==> src/rtl/alarma_pkg.sv <==
// Shared definitions for the alarm controller: state codes and counter width helper.
package alarma_pkg;

  typedef enum logic [2:0] {
    DESARMADO = 3'd0,
    SALIDA    = 3'd1,
    ARMADO    = 3'd2,
    ENTRADA   = 3'd3,
    ALARMA    = 3'd4
  } state_t;

  // Width needed to hold the longer of the two delays.
  function automatic int cw_width(input int t_salida, input int t_entrada);
    int mx;
    mx = (t_salida > t_entrada) ? t_salida : t_entrada;
    return $clog2(mx + 1);
  endfunction

endpackage

==> src/rtl/contador_desc.sv <==
// Loadable down-counter shared by the exit and entry delays; stops at zero.
module contador_desc #(
  parameter int W = 4
) (
  input  logic         clk,
  input  logic         reset,
  input  logic         load,
  input  logic [W-1:0] value,
  input  logic         en,
  output logic [W-1:0] count,
  output logic         zero
);

  always_ff @(posedge clk) begin
    if (reset) begin
      count <= '0;
    end else if (load) begin
      count <= value;
    end else if (en && (count != '0)) begin
      count <= count - W'(1);
    end
  end

  assign zero = (count == '0);

endmodule

==> src/rtl/alarma_ctrl.sv <==
// Intruder alarm controller: exit delay, armed watch, entry delay and latched siren.
module alarma_ctrl
  import alarma_pkg::*;
#(
  parameter int          N_ZONAS      = 3,
  parameter int          T_SALIDA     = 8,
  parameter int          T_ENTRADA    = 8,
  parameter logic [15:0] MASK_RETARDO = 16'b001,
  localparam int         CW           = cw_width(T_SALIDA, T_ENTRADA)
) (
  input  logic               clk,
  input  logic               reset,
  input  logic               armar,
  input  logic               desarmar,
  input  logic [N_ZONAS-1:0] zonas,
  input  logic [N_ZONAS-1:0] habilitar,
  output logic               alarma,
  output logic               armado,
  output logic [2:0]         estado,
  output logic [N_ZONAS-1:0] zona_disparo,
  output logic [CW-1:0]      cuenta
);

  generate
    if (N_ZONAS < 1 || N_ZONAS > 16) begin : g_bad_zonas
      $error("alarma_ctrl: N_ZONAS must be in 1..16");
    end
    if (T_SALIDA < 1 || T_ENTRADA < 1) begin : g_bad_delay
      $error("alarma_ctrl: T_SALIDA and T_ENTRADA must be >= 1");
    end
  endgenerate

  localparam logic [N_ZONAS-1:0] MASK = MASK_RETARDO[N_ZONAS-1:0];

  state_t              state_reg;
  logic [N_ZONAS-1:0]  activas;
  logic [N_ZONAS-1:0]  immediate;
  logic [N_ZONAS-1:0]  delayed;
  logic                ctr_load;
  logic [CW-1:0]       ctr_value;
  logic                ctr_en;
  logic                ctr_zero;
  logic                last_cycle;

  assign activas    = zonas & habilitar;
  assign immediate  = activas & ~MASK;
  assign delayed    = activas & MASK;
  assign estado     = state_reg;
  // A zero count while still in a delay state is treated as expiry so the FSM can never stall.
  assign last_cycle = (cuenta == CW'(1)) || ctr_zero;

  always_comb begin
    ctr_load  = 1'b0;
    ctr_value = '0;
    ctr_en    = 1'b0;
    if (desarmar) begin
      ctr_load = 1'b1;
    end else begin
      case (state_reg)
        DESARMADO: begin
          if (armar) begin
            ctr_load  = 1'b1;
            ctr_value = CW'(T_SALIDA);
          end
        end
        SALIDA:  ctr_en = 1'b1;
        ARMADO: begin
          if (immediate == '0 && delayed != '0) begin
            ctr_load  = 1'b1;
            ctr_value = CW'(T_ENTRADA);
          end
        end
        ENTRADA: begin
          if (immediate != '0) ctr_load = 1'b1;
          else                 ctr_en   = 1'b1;
        end
        default: ctr_load = 1'b1;
      endcase
    end
  end

  contador_desc #(.W(CW)) u_contador (
    .clk   (clk),
    .reset (reset),
    .load  (ctr_load),
    .value (ctr_value),
    .en    (ctr_en),
    .count (cuenta),
    .zero  (ctr_zero)
  );

  always_ff @(posedge clk) begin
    if (reset) begin
      state_reg    <= DESARMADO;
      alarma       <= 1'b0;
      armado       <= 1'b0;
      zona_disparo <= '0;
    end else if (desarmar) begin
      state_reg <= DESARMADO;
      alarma    <= 1'b0;
      armado    <= 1'b0;
    end else begin
      case (state_reg)
        DESARMADO: begin
          if (armar) begin
            state_reg    <= SALIDA;
            zona_disparo <= '0;
          end
        end
        SALIDA: begin
          if (last_cycle) begin
            state_reg <= ARMADO;
            armado    <= 1'b1;
          end
        end
        ARMADO: begin
          zona_disparo <= zona_disparo | activas;
          if (immediate != '0) begin
            state_reg <= ALARMA;
            alarma    <= 1'b1;
          end else if (delayed != '0) begin
            state_reg <= ENTRADA;
          end
        end
        ENTRADA: begin
          zona_disparo <= zona_disparo | activas;
          if (immediate != '0 || last_cycle) begin
            state_reg <= ALARMA;
            alarma    <= 1'b1;
          end
        end
        ALARMA: begin
          zona_disparo <= zona_disparo | activas;
          alarma       <= 1'b1;
        end
        default: begin
          state_reg <= DESARMADO;
          alarma    <= 1'b0;
          armado    <= 1'b0;
        end
      endcase
    end
  end

endmodule

==> config.mk <==
export PLATFORM = sky130hd
export DESIGN_NAME = alarma_ctrl
export DESIGN_NICKNAME = d
export VERILOG_FILES = /design/src/rtl/alarma_pkg.sv /design/src/rtl/contador_desc.sv /design/src/rtl/alarma_ctrl.sv
export SDC_FILE = /design/constraint.sdc
export NUM_CORES = 1
export LEC_CHECK = 0
export ABC_AREA = 0
export BUFFER_PORTS_ARGS = -buffer_cell sky130_fd_sc_hd__buf_2
export CAP_MARGIN = 20
export CORE_AREA = 3 3 46 48
export DETAILED_ROUTE_END_ITERATION = 10
export DIE_AREA = 0 0 49 51
export GPL_TIMING_DRIVEN = 0
export PLACE_DENSITY = 0.7
export SYNTH_ARGS = -nofsm -noshare
export SYNTH_HDL_FRONTEND = slang
export SYNTH_SLANG_ARGS = --single-unit
==> constraint.sdc <==
create_clock -name clk -period 1.8 [get_ports clk]
set_clock_uncertainty 0.15 [all_clocks]
set_input_delay 0.18 -clock clk [delete_from_list [all_inputs] [get_ports clk]]
set_output_delay 0.18 -clock clk [all_outputs]
set_load 0.05 [all_outputs]
======== Word level (Yosys, flattened, before mapping) ========
Cells that the tools add are included.
word-level totals
  register bits after elaboration ......... 12
  word-level logic and storage cells ...... 68
cells by class
  reductions and logical operators ........ 19
  equal/unequal tests ..................... 10
  add/subtract/negate cells ............... 1
  bitwise gates (word level) .............. 6
  mux-type cells .......................... 27
operators by type and width
  cell                                              count
  2-to-1 mux 4 bit                                  5
  2-to-1 mux 3 bit                                  6
  case mux 3 bit (5 select lines)                   1
  2-to-1 mux 1 bit                                  9
  inequality test 2 bit, second input constant      4
  case mux 1 bit (4 select lines)                   2
  case mux 4 bit (2 select lines)                   1
  == test 3 x 2 -> 1 bit, second input constant     2
  logical NOT 3 bit                                 2
  case mux 3 bit (2 select lines)                   1
  AND reduction 3 bit                               2
  AND reduction 5 bit                               1
  == test 4 x 1 -> 1 bit, second input constant     1
  logical NOT 4 bit                                 1
  NOT 1 bit                                         4
  case mux 1 bit (2 select lines)                   2
  nonzero test 2 bit                                2
  nonzero test 4 bit                                1
  OR reduction 2 bit                                2
  OR reduction 4 bit                                1
  subtractor 4 x 1 -> 4 bit, second input constant  1
  bitwise AND 3 bit                                 1
  == test 3 x 1 -> 1 bit, second input constant     1
  == test 3 bit, second input constant              1
  other kinds (7)                                   9

======== Logic depth before layout (Yosys ltp) ========
  word-level depth ........................ 8
  mapped depth ............................ 6
  gate-level depth less buffers ........... 6

======== Modules after synthesis ========
A second synthesis with hierarchy kept.
unflattened totals
  cells, all modules ...................... 85
  area, all modules ....................... 705.7 µm²
by module, submodules not included
  module         area an instance (µm²)  cells an instance  instances  sequential area each (µm²)
  alarma_ctrl    442.9                   56                 1          160.2
  contador_desc  262.8                   29                 1          80.1

======== Worst setup path after synthesis ========
Ideal clock, no wire load.
  path kind ............................... register to register
  start point ............................. reg u_contador.count[0]
  end point ............................... reg alarma
  setup slack ............................. -0.374 ns
  buffers on the path ..................... 0
  arrival ................................. 1.903 ns
  period minus slack after synthesis ...... 2.174 ns
  stages on the path, launching flop included .. 7
  data required time ...................... 1.530 ns
  cell sequence ........................... dfxtp_1 -> inv_1 -> ha_1 -> or2_2 -> a31o_2 -> a211oi_1 -> nor2_1
between the ends
  word-level cells in the longest chain between the ends .. 5
  elaborated cells between the ends (all ways) .. 6
  those cells by class .................... eq/ne: 2; reduce/logical: 4
ends and longest elaborated chain
  item                                                                RTL line                                source
  start: declaration                                                  contador_desc.sv:10                     output logic [W-1:0] count,
  start signal: assignment                                            contador_desc.sv:18                     count <= value;
  start signal: assignment                                            contador_desc.sv:20                     count <= count - W'(1);
  == test 4 x 1 -> 1 bit / logical NOT 4 bit (equally long branches)  alarma_ctrl.sv:50, contador_desc.sv:24
  logical OR 1 bit (*)                                                alarma_ctrl.sv:50                       assign last_cycle = (cuenta == CW'(1)) || ctr_zero;
  logical OR 1 bit (*)                                                alarma_ctrl.sv:127                      if (immediate != '0 || last_cycle) begin
  inequality test 2 bit (no line) (*)                                 n/a
  AND reduction 3 bit (no line) (*)                                   n/a
  end signal: assignment                                              alarma_ctrl.sv:129                      alarma <= 1'b1;
  end signal: assignment                                              alarma_ctrl.sv:134                      alarma <= 1'b1;
  end signal: assignment                                              alarma_ctrl.sv:138                      alarma <= 1'b0;
  end: declaration                                                    alarma_ctrl.sv:17                       output logic alarma,
Mark *: on every way between the ends. The rest lies on a longest branch, timed or not.
A chain may end at the register's enable or synchronous reset.

======== Final worst setup path ========
  start point ............................. reg u_contador.count[0]
  end point ............................... reg state_reg[1] (netlist: estado[1])
between the ends
  word-level cells in the longest chain between the ends .. 5
  elaborated cells between the ends (all ways) .. 7
  those cells by class .................... eq/ne: 3; reduce/logical: 4
ends and longest elaborated chain
  item                                                                RTL line                                source
  == test 4 x 1 -> 1 bit / logical NOT 4 bit (equally long branches)  alarma_ctrl.sv:50, contador_desc.sv:24
  logical OR 1 bit (*)                                                alarma_ctrl.sv:50
  logical OR 1 bit                                                    alarma_ctrl.sv:127
  inequality test 2 bit (no line)                                     n/a
  AND reduction 5 bit (no line) (*)                                   n/a
  end signal: assignment                                              alarma_ctrl.sv:122                      state_reg <= ENTRADA;
  end signal: assignment                                              alarma_ctrl.sv:128                      state_reg <= ALARMA;
  end signal: assignment                                              alarma_ctrl.sv:137                      state_reg <= DESARMADO;
  end: declaration                                                    alarma_ctrl.sv:35                       state_t state_reg;
Marked as above.

==> impl_metrics.ini <==
[status]
status = complete, no violations

[power]
leakagePower_nw = 0.399
sw_frac_of_total_pct = 31.0
power_frac_seq_pct = 46.9
p_comb_share_pct = 24.2
intPower_mw = 0.411
vdd_drop_max_mv = 0.398
p_per_area_mw_per_mm2 = 612
p_switching_mw = 0.185
pwr-share-clk_pct = 28.9
finalPower_mw = 0.596

[final_layout]
drive_above_1_share_pct = 48.6
finish.utilization_pct = 55.8
n_antenna_cell = 0
final_cells = 132
areaGrowthSynthToFinish_pct = 28.0
multi_input_area_um2 = 504
finalNetCount = 120
design_area_um2 = 973
fillers = 176
seq_area_um2 = 251

[global_routing]
grt-ovfl-total = 0
grt_antenna_before_repair = 0
grt_first_pass_wirelength_mm = 2.62
grtUsageTotal_pct = 13.8
grt_max_degree = 11
grt_pass1_vias = 604

[synthesis]
ys_ff_latch = 12
synth_top_family_by_area = simple AND/OR/NAND/NOR gates
netlist_instances = 81
synthFlopType = dfxtp_1
synth-compound-area-share_pct = 28.1
synth_edf_count = 0
yosysSeqAreaShare_pct = 31.6
synth_nets = 93
yosysWarnings = 0
ys_types = 36
syn_avg_cell_area_um2 = 9.39
async_reset_ff_share_pct = 0
synth_xor_area_share_pct = 1.15
synth_area_um2 = 761
synth-simple-area-share_pct = 29.9
synthAdderAreaFrac_pct = 3.29
synth_mux_area_share_pct = 0

[place]
numPortBuffers = 21
dp_hpwl_mm = 1.22
dpl_cell_area_um2 = 921
gp_congestion = 0.777
dp_cells = 127
pre_cts_slack_ns = 0.0405

[cts]
clk_latency_ns = 0.27
clk_pin_slew_ns = 0.08
numCtsBuffers = 3
cts_tree = done
cts_buffer_depth = 2
clock_sinks = 12
cts_root_buf = clkbuf_4
htree_levels = 1

[sta]
hold_viol = 0
setup_viol_count_final = 0
rsz0062_at_grt = no
tightest_slew_ns = 0.475
fmax_mhz = 593
drv_slew = 0
period_needed_ns = 1.69
fin_crit_sh_pct = 93.7
finalSetupTns_ns = 0
fin_ws_ns = 0.113
hold_slack_ns = 0.0224
maxSlewHeadroom_pct = 68.2

[floorplanning]
io_pins = 22
initial_utilization_pct = 43.6
dieArea_mm2 = 0.00250
chipWidth_um = 49
die_h_um = 51
rows = 15
fp.coreArea_mm2 = 0.00175

[detailed_routing]
dr_total_vias = 676
drtAntennaViolNets = 0
route.detailed.drc = 0
drt_iter0_markers = 11
drt_wl_total_mm = 1.57
first_pass_iters = 4
via_per_inst = 5.12
avgRoutedWirePerCell_um = 11.9

[worst_setup_path]
cp_top_family = compound AO/OA/AOI/OAI gates
crit_path_start_kind = flip-flop
critPathBufInv = 1
crit_path_max_fanout = 5
cp_cell_sequence = inv_2 > ha_4 > or2_4 > a31o_4 > o22ai_1 > o221a_2
r2r_slack_ns = 0.11
worstPathArrival_ns = 1.75
slowest_stage = dfxtp_4
crit_path_end_kind = flip-flop
critical_path_class = flip-flop to flip-flop
slowest_delay_ns = 0.38
worstPathRequired_ns = 1.87

[flow_run]
drv_cap = 0

[worst_hold_path]
hp-class = primary input to flip-flop
## registers in the layout (all words and copies together), names as in the netlist
signal and count:
armado 1, estado 3, zona_disparo 3, u_contador.count 4, alarma 1
## final cells by class
type                    instances  area share (%)
plain buffers                   3            3.47
clock buffers                   3            2.31
clock inverters                 1           0.386
inverters                       3            1.16
multi-input cells              63            51.8
flip-flops and latches         12            25.8
well taps                      25            3.21
repair buffers                 22            11.8
## final timing paths
| kind | startpoint | to | cells past startpoint |
|---|---|---|---|
| max | u_contador.count[0] | estado[1] | 6 |
| min | desarmar | estado[2] | 2 |
| max reg2reg | u_contador.count[0] | estado[1] | 6 |
| min reg2reg | zona_disparo[1] | zona_disparo[1] | 1 |
## per-layer routing
metal / vias to the layer above / share of wire [%] / global-route usage (%)
met5: - / 0 / 0
met4: 0 / 1.7 / 7.11
met3: 2 / 5.7 / 3.21
met2: 21 / 43 / 22.2
met1: 305 / 50 / 17.1
li1: 348 / - / -
## cell families (layout without fill, tap and decap cells)
kind of cell	Yosys count	after routing
simple gates	37	37
compound gates	23	23
flops	12	12
buf+inv	6	32
fa+ha+maj	2	2
xor+xnor	1	1
## power by group through the flow
| stage | Combinational, mW | Clock [mW] | Sequential [mW] |
|---|---|---|---|
| 6_report | 0.144 | 0.172 | 0.279 |
| 5_1_grt | 0.156 | 0.199 | 0.281 |
| 4_1_cts | 0.141 | 0.187 | 0.280 |
| 3_5_place_dp | 0.139 | 0 | 0.286 |
| 3_3_place_gp | 0.137 | 0 | 0.286 |
| 2_1_floorplan | 0.0767 | 0 | 0.312 |
## worst register-to-register path, delay by kind of cell, from the launching register on
family,cells,cell delay [ns]
flip-flops,1,0.38
AND/OR/NAND/NOR,1,0.27
AO/OA/AOI/OAI,3,0.62
buffers and inverters,1,0.05
adder cells (fa/ha/maj),1,0.17
## placed cells by master, fill, tap and decap left out, types with 2 or more instances in the layout
master / count
a211oi_2: 2
nor3_1: 6
buf_6: 3
nand2_1: 4
nand3b_1: 2
dfxtp_4: 2
dfxtp_2: 3
a21bo_2: 2
a21oi_1: 3
dfxtp_1: 7
clkbuf_4: 3
inv_2: 2
nand2b_1: 3
buf_2: 21
o21a_1: 4
and2b_2: 2
nor2_1: 12
## Yosys cell counts (2+ instances only)
master / n / share of area, %
o21a_1: 4 / 3.9
buf_6: 3 / 4.4
nor3_1: 6 / 3.9
nand3b_1: 2 / 2.0
and2b_2: 2 / 2.3
ha_1: 2 / 3.3
nand2b_1: 3 / 2.5
dfxtp_1: 12 / 32
nand2_1: 4 / 2.0
a21oi_1: 3 / 2.0
a21bo_2: 2 / 2.6
inv_1: 3 / 1.5
nor2_1: 12 / 5.9
## what timing repair did
action,4_1_cts,5_1_grt
hold buffers,1,0
buffers inserted,0,0
endpoints found under the setup margin,0,2
gates resized for setup,0,3
endpoints found under the hold margin,1,0
(Power assumes the default switching activity.)
